### src/rtl/uart_byte_rx_if.sv
// uart_byte_rx_if: serial-in / byte-out bundle for the UART receiver.
// slave = receiver side; master = line driver and byte consumer side.
interface uart_byte_rx_if;
  logic [2:0] baud_set;
  logic       rs232_Rx;
  logic [7:0] data_byte;
  logic       rx_done;
  logic       frame_err;
  logic       uart_state;

  modport slave (
    input  baud_set,
    input  rs232_Rx,
    output data_byte,
    output rx_done,
    output frame_err,
    output uart_state
  );

  modport master (
    output baud_set,
    output rs232_Rx,
    input  data_byte,
    input  rx_done,
    input  frame_err,
    input  uart_state
  );
endinterface

### src/rtl/uart_byte_rx.sv
// uart_byte_rx: 8N1 receiver, 16x oversampling, 3-sample majority vote.
// Ports: clk, rst (sync, active-high), bus (slave): baud_set, rs232_Rx in;
// data_byte, rx_done, frame_err, uart_state out.
module uart_byte_rx #(
  parameter logic SYNC_INIT = 1'b1
) (
  input  logic         clk,
  input  logic         rst,
  uart_byte_rx_if.slave bus
);

  typedef enum logic {IDLE, BUSY} state_t;

  state_t state;
  state_t state_nx;

  logic       s1;
  logic       rx_s;
  logic       rx_d;
  logic [8:0] sub_dr;
  logic [8:0] div_cnt;
  logic [7:0] idx;
  logic [1:0] smp;
  logic [7:0] shreg;
  logic [7:0] data_q;
  logic       done_q;
  logic       err_q;

  logic       start_edge;
  logic       tick;
  logic       mid;
  logic       capture;
  logic       vote;
  logic [3:0] bit_no;
  logic       load;
  logic       shift_en;
  logic       stop_ok;
  logic       stop_bad;

  function automatic logic [8:0] dr_of(input logic [2:0] b);
    logic [8:0] r;
    case (b)
      3'b000:  r = 9'd324;
      3'b001:  r = 9'd162;
      3'b010:  r = 9'd80;
      3'b011:  r = 9'd53;
      3'b100:  r = 9'd26;
      default: r = 9'd324;
    endcase
    return r;
  endfunction

  always_ff @(posedge clk) begin
    if (rst) begin
      s1   <= SYNC_INIT;
      rx_s <= SYNC_INIT;
      rx_d <= SYNC_INIT;
    end else begin
      s1   <= bus.rs232_Rx;
      rx_s <= s1;
      rx_d <= rx_s;
    end
  end

  assign start_edge = rx_d & ~rx_s;
  assign tick       = (div_cnt == sub_dr);
  assign bit_no     = idx[7:4];

  // third vote sample is taken live on the decision tick
  assign mid = (state == BUSY) && tick
            && (idx[3:0] == 4'd8);
  assign capture = (state == BUSY) && tick
            && (idx[3:0] == 4'd6 || idx[3:0] == 4'd7);
  assign vote = (smp[1] & smp[0])
              | (smp[1] & rx_s)
              | (smp[0] & rx_s);

  always_ff @(posedge clk) begin
    if (rst) state <= IDLE;
    else     state <= state_nx;
  end

  always_comb begin
    state_nx = state;
    load     = 1'b0;
    shift_en = 1'b0;
    stop_ok  = 1'b0;
    stop_bad = 1'b0;
    case (state)
      IDLE: begin
        if (start_edge) begin
          state_nx = BUSY;
          load     = 1'b1;
        end
      end
      BUSY: begin
        if (mid) begin
          if (bit_no == 4'd0) begin
            // start bit voted high: glitch
            if (vote) state_nx = IDLE;
          end else if (bit_no == 4'd9) begin
            state_nx = IDLE;
            stop_ok  = vote;
            stop_bad = ~vote;
          end else begin
            shift_en = 1'b1;
          end
        end
      end
      default: state_nx = IDLE;
    endcase
  end

  always_ff @(posedge clk) begin
    if (rst) begin
      sub_dr  <= 9'd324;
      div_cnt <= '0;
      idx     <= '0;
      smp     <= '0;
      shreg   <= '0;
      data_q  <= '0;
      done_q  <= 1'b0;
      err_q   <= 1'b0;
    end else begin
      done_q <= stop_ok;
      err_q  <= stop_bad;
      if (load) begin
        sub_dr  <= dr_of(bus.baud_set);
        div_cnt <= '0;
        idx     <= '0;
      end else if (state == BUSY) begin
        if (tick) begin
          div_cnt <= '0;
          idx     <= idx + 8'd1;
        end else begin
          div_cnt <= div_cnt + 9'd1;
        end
      end
      if (capture) smp <= {smp[0], rx_s};
      if (shift_en) shreg <= {vote, shreg[7:1]};
      if (stop_ok) data_q <= shreg;
    end
  end

  assign bus.data_byte  = data_q;
  assign bus.rx_done    = done_q;
  assign bus.frame_err  = err_q;
  assign bus.uart_state = (state == BUSY);

endmodule
### src/flat_wrapper.sv
// flat-port wrapper written by rule: the top's interface ports become plain ports
module uart_byte_rx_flat 
#(
  parameter logic SYNC_INIT = 1'b1
)
  (clk, rst, bus_baud_set, bus_rs232_Rx, bus_data_byte, bus_rx_done, bus_frame_err, bus_uart_state);
  uart_byte_rx_if bus_i ();
  input  logic clk;
  input  logic rst;
  input wire logic [$bits(bus_i.baud_set)-1:0] bus_baud_set;
  input wire logic [$bits(bus_i.rs232_Rx)-1:0] bus_rs232_Rx;
  output wire logic [$bits(bus_i.data_byte)-1:0] bus_data_byte;
  output wire logic [$bits(bus_i.rx_done)-1:0] bus_rx_done;
  output wire logic [$bits(bus_i.frame_err)-1:0] bus_frame_err;
  output wire logic [$bits(bus_i.uart_state)-1:0] bus_uart_state;
  assign bus_i.baud_set = bus_baud_set;
  assign bus_i.rs232_Rx = bus_rs232_Rx;
  assign bus_data_byte = bus_i.data_byte;
  assign bus_rx_done = bus_i.rx_done;
  assign bus_frame_err = bus_i.frame_err;
  assign bus_uart_state = bus_i.uart_state;
  uart_byte_rx #(.SYNC_INIT(SYNC_INIT)) u_core (.clk(clk), .rst(rst), .bus(bus_i));
endmodule
### config.mk
export PLATFORM = sky130hd
export DESIGN_NAME = uart_byte_rx_flat
export DESIGN_NICKNAME = d
export VERILOG_FILES = /design/src/rtl/uart_byte_rx_if.sv /design/src/rtl/uart_byte_rx.sv /design/src/flat_wrapper.sv
export SDC_FILE = /design/constraint.sdc
export NUM_CORES = 1
export LEC_CHECK = 0
export ABC_AREA = 1
export CAP_MARGIN = 10
export CORE_MARGIN = 2
export CORE_UTILIZATION = 60
export CTS_CLUSTER_DIAMETER = 100
export DETAILED_ROUTE_END_ITERATION = 6
export DONT_BUFFER_PORTS = 1
export HOLD_SLACK_MARGIN = 0.03
export PLACE_DENSITY_LB_ADDON = 0.15
export SLEW_MARGIN = 20
export SYNTH_ARGS = -nofsm -noshare
export SYNTH_HDL_FRONTEND = slang
export SYNTH_SLANG_ARGS = --single-unit
### constraint.sdc
create_clock -name clk -period 1.85 [get_ports clk]
set_input_delay 0.4625 -clock clk [delete_from_list [all_inputs] [get_ports clk]]
set_output_delay 0.4625 -clock clk [all_outputs]
set_load 0.005 [all_outputs]
==> summary.txt <==
Power and ir drop
  – Final total power: 1.967 mW
  – Leakage component of the power: 1.352 nW
  – Power density relative to cell area: 745.9 nW/um^2
  – Worst IR Drop VDD: 0.5470 mV

Global routing
  – Grt total ovfl: 0
  – Peak-usage layer in the global routing report: met2
  – Met1 Use GR: 0.2968
  – Largest net degree at the start of global routing: 18
  – Total global-route track usage: 0.2395
  – Via count of the first global-routing pass: 1939
  – Met3 demand-to-capacity share in global routing: 0.04276
  – Global Route met2 Usage: 0.3993
  – Wire length of the first global-routing pass: 8217 um
  – Antenna violations before repair: 0

Timing
  – Final number of setup-violating endpoints: 0
  – Max Clock Freq: 606.1 MHz
  – Layout Skew: 0.004687 ns
  – Unrepaired setup endpoints after global routing: false
  – Transition time at the pin with the least slew margin: 0.2926 ns
  – Total negative setup slack: 0 ns
  – Number of slew-limit violations in the final report: 0
  – Final Cycle Share: 0.8918
  – Fin. Hold Viols: 0
  – Worst relative slew slack: 0.8047
  – Final Critical Period: 1.650 ns

Placement
  – Detail Placement HPWL: 3597 um
  – Final RePlAce weighted congestion: 0.8577
  – # port buffers: 0

Synthesis
  – Synthesized area per cell: 6.816 um^2
  – Synth top area cells: dfxtp_1 (41%), nand2_1 (14%), nor2_1 (8.5%)
  – Post-Syn Nets: 372
  – Top-area cell type share of the netlist area: 0.4057
  – Synth Warn #: 0
  – Number of standard cells after synthesis: 362
  – Async SR Flop Fraction: 0
  – Number of synthesized flops with an enable pin: 0
  – Cell type with the largest total area after synthesis: dfxtp_1
  – Synth Cell Area: 2467 um^2
  – Share of synthesized area occupied by flip-flops and latches: 0.4057
  – Ys flop type: dfxtp_1
  – Number of distinct library cell variants in the gate-level netlist after synthesis: 31
  – Synthesized flop and latch total: 50

Setup path
  – Data arrival time of the worst path: 1.86 ns
  – Worst-path cell with the longest stage delay: dfxtp_1
  – Startpoint types: flip-flop
  – Worst path cell trace: inv_1 > nand2_1 > nand2_1 > nor2_1 > nand2_2 > nor2_8 > nand2_1 > nand2_1 > inv_2 > nand3_1 > inv_1
  – Cell seen most often among critical-path stages: nand2_1
  – Delay of the slowest cell on the worst path: 0.42 ns
  – Maximum fanout along the worst path: 6
  – Setup CP Type: reg2reg
  – Category of the worst setup path capture point: flip-flop
  – Worst endpoint required time: 2.06 ns

Finish
  – Layout-stage area growth over the synthesis result: 6.897%
  – Total inserted antenna cells: 0
  – Fin nets: 377
  – Layout cell share with drive strength beyond 1: 0.09783
  – Fillers: 356
  – Reg area: 1001 um^2
  – Total area of multi-input combinational cells: 1190 um^2

Floorplan
  – Boundary pin count: 17
  – Die Width: 68.13 um
  – CORE AREA: 3971 um^2
  – Die extent in y: 68.13 um
  – Die Outline Area: 4641 um^2
  – Cell row count: 23
  – Effective utilization at floorplan: 0.6213

CTS
  – Latest clock arrival within the worst-skew pair: 0.31 ns
  – Number of sinks driven by the clock tree: 50
  – Buffer cell driving the clock tree root: clkbuf_8
  – H-tree Lvls: 2
  – TritonCTS Buffers: 5
  – Clock-pin transition on the worst setup and hold timing paths: 0.09 ns
  – CTS tree: done
  – Number of gates resized after CTS: 0
  – Post-CTS Hold Fix Bufs: 0
  – Setup bufs post-CTS: 0
  – Clock buffer depth: 2

Run status
  – Status: finished clean

Drt
  – Routed via count: 2096
  – Drt wl/cell: 11.73 um
  – Count of nets left with antenna violations after detail routing: 0
  – Vias/cell: 5.014
  – First drt pass iteration count: 4
  – Wirelength, routed: 4903 um
  – Residual DRC: 0
  – Iter 0 DRT Violations: 117

Hold path
  – Hold/Removal Path Class: in2reg

Job
  – Reported max-cap violation count: 0
==> registers in the layout, indices dropped and copies added (netlist names) <==
name / cells
u_core.div_cnt: 9
u_core.sub_dr: 9
u_core.bus.data_byte: 8
u_core.idx: 8
u_core.shreg: 8
u_core.smp: 2
u_core.bus.frame_err: 1
u_core.bus.rx_done: 1
u_core.bus.uart_state: 1
u_core.rx_d: 1
u_core.rx_s: 1
u_core.s1: 1
==> cells in the mapped netlist, types with 2 or more instances <==
cell	n
a21oi_1	13
buf_2	3
buf_6	2
clkbuf_1	2
dfxtp_1	50
ha_1	4
inv_1	55
inv_2	7
nand2_1	90
nand2_2	3
nand3_1	20
nand4_1	11
nand4_4	2
nor2_1	56
nor2_2	5
nor3_1	4
o21ai_0	9
o21ai_1	2
o22ai_1	3
or2_2	5
xnor2_1	4
xor2_1	3
==> report_power, final <==
group / internal, mW / total (mW) / switching (mW)
clock: 0.404 / 0.772 / 0.369
sequential: 1.09 / 1.10 / 0.00973
combinational: 0.0316 / 0.0985 / 0.0669
==> metal layers <==
| metal | routed length (um) | vias up | part of all wire |
|---|---|---|---|
| li1 | - | 1125 | - |
| met2 | 2318 | 33 | 0.47 |
| met1 | 2319 | 932 | 0.47 |
| met4 | 74 | 0 | 0.015 |
| met5 | 0 | - | 0 |
| met3 | 192 | 6 | 0.039 |
==> per-stage QoR <==
stage	setup WS, ns	area [um^2]	hold WS (ns)	util	instances
2_1_floorplan	0.4211	2467	0.3895	-	362
3_3_place_gp	0.2640	2522	0.3984	0.6352	410
3_5_place_dp	0.2028	2522	0.3985	0.6352	410
4_1_cts	0.1845	2633	0.2023	0.6629	418
5_1_grt	0.03960	2638	0.1991	0.6641	418
6_report	0.2001	2638	0.2090	0.6641	418
==> critical path, delay by kind of cell, from the launching register on <==
kind,cells,cell delay (ns)
buf+inv,3,0.22
flops,1,0.42
simple gates,8,0.91
==> cell type report <==
class / count / share of cell area
multi-input cells: 242 / 0.4511
inverters: 63 / 0.08966
clock inverters: 2 / 0.01423
flip-flops and latches: 50 / 0.3795
well taps: 50 / 0.02372
repair buffers: 5 / 0.01423
clock buffers: 6 / 0.02751
==> cells in the final DEF, fill, tap and decap left out, types with 2 or more instances in the layout <==
cell,count
nand2_1,90
inv_1,55
o21ai_0,9
nand3_1,20
nand4_1,11
nand2_2,3
dfxtp_1,50
or2_2,5
ha_1,4
clkbuf_8,5
buf_4,5
o21ai_1,2
o22ai_1,3
inv_2,7
xor2_1,3
nand4_4,2
nor2_2,4
a21oi_1,13
xnor2_1,4
nor3_1,4
nor2_1,56
==> path summary, 6_finish.rpt <==
check	start	end	slack (ns)	cells past startpoint
worst max-delay path	u_core.div_cnt[6]	u_core.div_cnt[3]	0.20	11
worst min-delay path	rst	u_core.bus.rx_done	0.21	1
worst max register to register	u_core.div_cnt[6]	u_core.div_cnt[3]	0.20	11
worst min register to register	u_core.s1	u_core.rx_s	0.43	1
==> logic make-up (layout without fill, tap and decap cells) <==
kind of cell	Yosys count	in the layout	share of synthesized area
buf+inv	70	76	0.1141
simple gates	201	201	0.3697
compound gates	30	30	0.06542
fa+ha+maj	4	4	0.02028
xor+xnor	7	7	0.02485
flops	50	50	0.4057
No activity file was read; power rests on OpenSTA's default activity.
